## src/rtl/conv2d_pkg.sv

```systemverilog
`default_nettype none
// ============================================================================
// Module      : conv2d_pkg
// Description : Shared definitions for the conv2d row accumulator, PE and
//               feeder: default widths and the accumulator FSM encoding.
// Revision    : 1.0 - initial release
// ============================================================================
package conv2d_pkg;

    localparam int DEF_DWIDTH     = 32;
    localparam int DEF_WT_DIM     = 3;
    localparam int DEF_FIFO_DEPTH = 8;

    typedef enum logic [1:0] {
        ST_IDLE  = 2'd0,
        ST_RUN   = 2'd1,
        ST_DRAIN = 2'd2,
        ST_DONE  = 2'd3
    } acc_state_t;

endpackage
`default_nettype wire

```

## src/rtl/conv2d_out_fifo.sv

```systemverilog
`default_nettype none
// ============================================================================
// Module      : conv2d_out_fifo
// Description : Synchronous FIFO for accumulator results. Supports push and
//               pop in the same cycle at any occupancy, including full.
//               Read data is 0 while empty.
// Ports       : clk, rst       - clock, synchronous active-high reset
//               i_push, i_data - write request / data
//               i_pop          - read request (ignored when empty)
//               o_data         - head entry
//               o_full/o_empty - occupancy flags
// Revision    : 1.0 - initial release
// ============================================================================
module conv2d_out_fifo
    import conv2d_pkg::*;
#(
    parameter int DWIDTH = DEF_DWIDTH,
    parameter int DEPTH  = DEF_FIFO_DEPTH
) (
    input  logic              clk,
    input  logic              rst,
    input  logic              i_push,
    input  logic [DWIDTH-1:0] i_data,
    input  logic              i_pop,
    output logic [DWIDTH-1:0] o_data,
    output logic              o_full,
    output logic              o_empty
);

    localparam int          AW         = $clog2(DEPTH);
    localparam logic [AW:0] c_FULL_CNT = (AW+1)'(DEPTH);

    logic [DWIDTH-1:0] r_mem [DEPTH];
    logic [AW-1:0]     r_wr_ptr;
    logic [AW-1:0]     r_rd_ptr;
    logic [AW:0]       r_cnt;
    logic              w_push;
    logic              w_pop;

    assign o_full  = (r_cnt == c_FULL_CNT);
    assign o_empty = (r_cnt == '0);

    // A pop frees the head slot this cycle, so a full FIFO can still accept.
    assign w_pop  = i_pop && !o_empty;
    assign w_push = i_push && (!o_full || w_pop);

    assign o_data = o_empty ? '0 : r_mem[r_rd_ptr];

    always_ff @(posedge clk) begin
        if (w_push) begin
            r_mem[r_wr_ptr] <= i_data;
        end
    end

    // Pointers are exactly AW bits wide, so they wrap modulo DEPTH.
    always_ff @(posedge clk) begin
        if (rst) begin
            r_wr_ptr <= '0;
            r_rd_ptr <= '0;
            r_cnt    <= '0;
        end else begin
            if (w_push) begin
                r_wr_ptr <= r_wr_ptr + AW'(1);
            end
            if (w_pop) begin
                r_rd_ptr <= r_rd_ptr + AW'(1);
            end
            case ({w_push, w_pop})
                2'b10:   r_cnt <= r_cnt + (AW+1)'(1);
                2'b01:   r_cnt <= r_cnt - (AW+1)'(1);
                default: r_cnt <= r_cnt;
            endcase
        end
    end

endmodule
`default_nettype wire

```

## src/rtl/conv2d_row_acc.sv

```systemverilog
`default_nettype none
// ============================================================================
// Module      : conv2d_row_acc
// Description : Sums the WT_DIM PE partial-sum words of each all-valid cycle,
//               registers the sum for one cycle and queues it in an output
//               FIFO. A frame produces fm_dim*fm_dim results; results that
//               find the FIFO full are dropped, still counted, and flagged
//               in the sticky overflow output.
// Macro       : CONV2D_ACC_RELU_EN - when defined, negative (signed) sums are
//               clamped to 0 before the FIFO write.
// Ports       : clk, rst               - clock, synchronous active-high reset
//               start, fm_dim          - frame start pulse and side length
//               pe_data_i, pe_valid_i  - PE partial sums and per-PE valids
//               acc_data_o/valid/ready - result stream (FIFO head)
//               busy, done, overflow   - frame status
// Revision    : 1.0 - initial release
// ============================================================================
module conv2d_row_acc
    import conv2d_pkg::*;
#(
    parameter int DWIDTH     = DEF_DWIDTH,
    parameter int WT_DIM     = DEF_WT_DIM,
    parameter int FIFO_DEPTH = DEF_FIFO_DEPTH
) (
    input  logic                     clk,
    input  logic                     rst,
    input  logic                     start,
    input  logic [DWIDTH-1:0]        fm_dim,
    input  logic [WT_DIM*DWIDTH-1:0] pe_data_i,
    input  logic [WT_DIM-1:0]        pe_valid_i,
    output logic [DWIDTH-1:0]        acc_data_o,
    output logic                     acc_valid_o,
    input  logic                     acc_ready_i,
    output logic                     busy,
    output logic                     done,
    output logic                     overflow
);

    acc_state_t          r_state;
    acc_state_t          w_next;
    logic [2*DWIDTH-1:0] r_target;
    logic [2*DWIDTH-1:0] r_count;
    logic [2*DWIDTH-1:0] w_count_inc;
    logic [DWIDTH-1:0]   w_sum;
    logic [DWIDTH-1:0]   r_pipe_data;
    logic [DWIDTH-1:0]   w_wr_data;
    logic                r_pipe_valid;
    logic                r_overflow;
    logic                w_start_acc;
    logic                w_accept;
    logic                w_last;
    logic                w_full;
    logic                w_empty;
    logic                w_pop;
    logic                w_drop;

    assign w_start_acc = (r_state == ST_IDLE) && start;
    assign w_accept    = (r_state == ST_RUN) && (&pe_valid_i);
    assign w_count_inc = r_count + (2*DWIDTH)'(1);
    assign w_last      = w_accept && (w_count_inc == r_target);

    always_comb begin
        w_sum = '0;
        for (int k = 0; k < WT_DIM; k++) begin
            w_sum = w_sum + pe_data_i[k*DWIDTH +: DWIDTH];
        end
    end

`ifdef CONV2D_ACC_RELU_EN
    assign w_wr_data = r_pipe_data[DWIDTH-1] ? '0 : r_pipe_data;
`else
    assign w_wr_data = r_pipe_data;
`endif

    assign acc_valid_o = !w_empty;
    assign w_pop       = acc_valid_o && acc_ready_i;
    assign w_drop      = r_pipe_valid && w_full && !w_pop;
    assign overflow    = r_overflow;

    conv2d_out_fifo #(
        .DWIDTH (DWIDTH),
        .DEPTH  (FIFO_DEPTH)
    ) u_fifo (
        .clk     (clk),
        .rst     (rst),
        .i_push  (r_pipe_valid),
        .i_data  (w_wr_data),
        .i_pop   (acc_ready_i),
        .o_data  (acc_data_o),
        .o_full  (w_full),
        .o_empty (w_empty)
    );

    always_ff @(posedge clk) begin
        if (rst) begin
            r_state <= ST_IDLE;
        end else begin
            r_state <= w_next;
        end
    end

    always_comb begin
        w_next = r_state;
        busy   = 1'b1;
        done   = 1'b0;
        case (r_state)
            ST_IDLE: begin
                busy = 1'b0;
                if (start) begin
                    w_next = (fm_dim == '0) ? ST_DONE : ST_RUN;
                end
            end
            ST_RUN: begin
                if (w_last) begin
                    w_next = ST_DRAIN;
                end
            end
            ST_DRAIN: begin
                if (!r_pipe_valid && w_empty) begin
                    w_next = ST_DONE;
                end
            end
            ST_DONE: begin
                done   = 1'b1;
                w_next = ST_IDLE;
            end
            default: w_next = ST_IDLE;
        endcase
    end

    always_ff @(posedge clk) begin
        if (rst) begin
            r_target     <= '0;
            r_count      <= '0;
            r_pipe_valid <= 1'b0;
            r_pipe_data  <= '0;
            r_overflow   <= 1'b0;
        end else begin
            r_pipe_valid <= w_accept;
            if (w_accept) begin
                r_pipe_data <= w_sum;
            end
            if (w_start_acc) begin
                r_target   <= {{DWIDTH{1'b0}}, fm_dim} * {{DWIDTH{1'b0}}, fm_dim};
                r_count    <= '0;
                r_overflow <= 1'b0;
            end else if (w_accept) begin
                r_count <= w_count_inc;
            end
            // A dropped result still counted above when it was accepted.
            if (w_drop) begin
                r_overflow <= 1'b1;
            end
        end
    end

endmodule
`default_nettype wire

```

## config.mk

```make
export PLATFORM = sky130hd
export DESIGN_NAME = conv2d_row_acc
export DESIGN_NICKNAME = d
export VERILOG_FILES = /design/src/rtl/conv2d_pkg.sv /design/src/rtl/conv2d_out_fifo.sv /design/src/rtl/conv2d_row_acc.sv
export SDC_FILE = /design/constraint.sdc
export NUM_CORES = 2
export LEC_CHECK = 0
export ABC_AREA = 1
export CAP_MARGIN = 20
export CORE_UTILIZATION = 60
export DETAILED_ROUTE_END_ITERATION = 7
export MAX_ROUTING_LAYER = met4
export PLACE_DENSITY = 0.86
export SYNTH_ARGS = -nofsm -noshare
export SYNTH_HDL_FRONTEND = slang
export SYNTH_HIERARCHICAL = 1
export SYNTH_SLANG_ARGS = --single-unit
```

## constraint.sdc

```tcl
create_clock -name clk -period 18.3 [get_ports clk]
set_clock_uncertainty 0.1 [all_clocks]
set_input_delay 3.66 -clock clk [delete_from_list [all_inputs] [get_ports clk]]
set_output_delay 3.66 -clock clk [all_outputs]
set_load 0.005 [all_outputs]
```

==> flow_metrics.tcl <==
set metrics [dict create \
    hold_path.class "reg2reg" \
    timing.critical_path.arrival_ns 11.51 \
    via_count 42500 \
    highest_clock_rate_ghz 0.0900 \
    hold_viol_final 0 \
    initial_core_util_pct 60.6 \
    fin_nets 7677 \
    die-width_microns 298 \
    layout-drive-gt1-share_pct 2.95 \
    rsz0062_at_grt "no" \
    drt_first_iter_violations 3884 \
    synth_seq_cells 432 \
    die_height_microns 298 \
    maxSlewHeadroom_pct 38.0 \
    synth-seq-area-share_pct 21.3 \
    cts.hold.buffers_added 0 \
    die_area_sq_um 88800 \
    post-route-period-util_pct 60.7 \
    filler_cell_count 6730 \
    cts-htree-levels 2 \
    timing_worst_slew_pin_value_ns 0.930 \
    status "complete, no violations" \
    cp_max_fo 33 \
    pin_count 171 \
    synth-async-reset-ratio_pct 0 \
    synth_edf_count 256 \
    cts_resized 0 \
    place_hpwl_mm 111 \
    wire_length_of_the_first_global_routing_pass_mm 235 \
    ff_latch_area_sq_um 11200 \
    drt-vias-per-instance 5.62 \
    root_buffer "sky130_fd_sc_hd__clkbuf_16" \
    synthesis.instances 6321 \
    synth.avg_cell_area_sq_um 8.32 \
    route.detailed.drc 0 \
    total_grt_overflow 0 \
    total_number_of_yosys_warnings 6 \
    clock_tree_from_tritoncts "done" \
    post-cts-setup-buffers 0 \
    slew_viol_final 0 \
    total_of_max_cap_violations 0 \
    critPathMaxStageDelay_ns 0.55 \
    fp-row-count 108 \
    critPathLaunchType "input pin" \
    number_of_buffers_added_by_the_clock_tree_synthesis_step 46 \
    netlist-cell-type-count 52 \
    clock_latency_ns 0.59 \
    fin_setup_tns_ns 0 \
    layout_overhead_on_the_synthesized_area_pct 8.55 \
    cp-end-kind "register" \
    synth.net_count 7618 \
    antenna_violations_before_repair 1 \
    critical-path-slowest-cell "sky130_fd_sc_hd__fa_1" \
    grt.total_usage_pct 34.8 \
    numClockSinks 432 \
    core_area_sq_um 86800 \
    worst-endpoint-required_ns 18.70 \
    postRouteWirelength_mm 146 \
    ys.flop_type "sky130_fd_sc_hd__edfxtp_1" \
    multi_input_logic_area_sq_um 34500 \
    drt-wirelength-per-cell_microns 19.3 \
    crit_type "in2reg" \
    via_count_of_the_first_global_routing_pass 45300 \
    area_of_the_mapped_netlist_sq_um 52600 \
    clock_tree.buffer_depth 3 \
    firstDrtPassIters 7 \
    ant_nets 0 \
    gp_congestion 1.03 \
    finalSetupViolations 0 \
    timing.final.crit_period_ns 11.11 \
    cts.clk_slew.worst_paths_ns 0.07 \
    portbufs 170 \
    maximum_number_of_pins_on_one_net_before_global_route_repair 92 \
]
[flip-flops by register name (all words and copies together), names as in the netlist, named ones only]
| register | flops |
|---|---|
| overflow | 1 |
| u_fifo/r_cnt | 4 |
| r_pipe_valid | 1 |
| r_state | 2 |
| u_fifo/r_mem | 256 |
| r_pipe_data | 32 |
| r_count | 64 |
| r_target | 63 |
| u_fifo/r_rd_ptr | 3 |
| u_fifo/r_wr_ptr | 3 |
[synthesized netlist by cell type, drive strengths merged, types with 7 or more instances]
cell,n,area [sq um]
a21o,13,97.6
a21oi,236,1180
a221oi,9,78.8
a31o,7,61.3
a31oi,25,156
buf,41,263
clkbuf,172,651
dfxtp,176,3520
edfxtp,256,7690
fa,825,16500
ha,337,4220
inv,1608,6040
mux2i,32,320
nand2,1139,4290
nand3,164,831
nand4,32,200
nor2,575,2220
nor3,12,60.1
nor4,9,56.3
o211ai,21,158
o21ai,384,1930
o21bai,41,308
o22ai,41,257
or2,10,62.6
xnor2,33,289
xor2,84,736
[per-stage QoR]
step                utilization, %  hold slack, ns  setup slack, ns  cells  cell area (sq um)
floorplan                        -           0.328             7.70   6321              52600
global placement              63.7           0.350             6.74   7485              55300
detailed placement            63.7           0.352             6.72   7486              55300
CTS                           65.7           0.366             7.32   7571              57000
global route                  65.8           0.412             6.83   7573              57100
finish                        65.8           0.360             7.19   7573              57100
[cell type report]
type	count	share of cell area, %
antenna	1	0.00439
clock buffer	51	2.10
clock inverter	34	0.956
inverter	1609	10.6
multi-input combinational	4067	60.4
sequential	432	19.7
tap	1155	2.53
timing repair buffer	224	3.74
[final timing paths]
| check | cells after the start | endpoint | startpoint | slack [ns] |
|---|---|---|---|---|
| max | 32 | r_target[47] | fm_dim[14] | 7.19 |
| max reg2reg | 12 | r_count[37] | r_state[1] | 14.39 |
| min | 2 | overflow | overflow | 0.36 |
| min reg2reg | 2 | overflow | overflow | 0.36 |
[per-layer routing]
layer,wire [microns],global-route usage [%],vias up
met2,72600,59.1,2117
met5,0,-,-
met3,11900,4.63,572
met4,9150,18.9,0
li1,-,-,19200
met1,52700,40.1,20600
[kinds of logic (layout without fill, tap and decap cells)]
| kind of cell | after synthesis | in the layout | synth area share (%) |
|---|---|---|---|
| compound gates | 797 | 797 | 8.35 |
| xor+xnor | 123 | 123 | 2.21 |
| fa+ha+maj | 1162 | 1162 | 39.4 |
| buf+inv | 1822 | 1918 | 13.2 |
| flops | 432 | 432 | 21.3 |
| mux | 32 | 32 | 0.609 |
| other cells | 0 | 1 | 0 |
| simple gates | 1953 | 1953 | 14.8 |
[critical path, delay by kind of cell]
| kind | cells | cell delay [ns] |
|---|---|---|
| buffers and inverters | 8 | 1.27 |
| AOI/OAI and AO/OA | 7 | 1.51 |
| and+or+nand+nor | 7 | 0.80 |
| xor gates and xnor gates | 1 | 0.20 |
| adders and majority gates | 9 | 4.06 |
[layout by cell type, fill, tap and decap left out, types with 25 or more instances in the layout]
cell	synthesis	routed
sky130_fd_sc_hd__inv_1	1606	1605
sky130_fd_sc_hd__nand2_1	1135	1134
sky130_fd_sc_hd__fa_1	825	825
sky130_fd_sc_hd__nor2_1	561	551
sky130_fd_sc_hd__o21ai_0	361	361
sky130_fd_sc_hd__ha_1	337	337
sky130_fd_sc_hd__edfxtp_1	256	256
sky130_fd_sc_hd__a21oi_1	235	235
sky130_fd_sc_hd__dfxtp_1	176	174
sky130_fd_sc_hd__clkdlybuf4s50_1	0	169
sky130_fd_sc_hd__nand3_1	162	162
sky130_fd_sc_hd__xor2_1	84	84
sky130_fd_sc_hd__buf_4	5	52
sky130_fd_sc_hd__clkbuf_16	0	46
sky130_fd_sc_hd__o21bai_1	41	41
sky130_fd_sc_hd__o22ai_1	41	41
sky130_fd_sc_hd__xnor2_1	33	33
sky130_fd_sc_hd__nand4_1	32	32
sky130_fd_sc_hd__mux2i_1	32	32
sky130_fd_sc_hd__a31oi_1	25	25
Power is left out: the tool's default activity adds up to more than one toggle a clock period on the data nets, which glitch-free logic cannot reach.
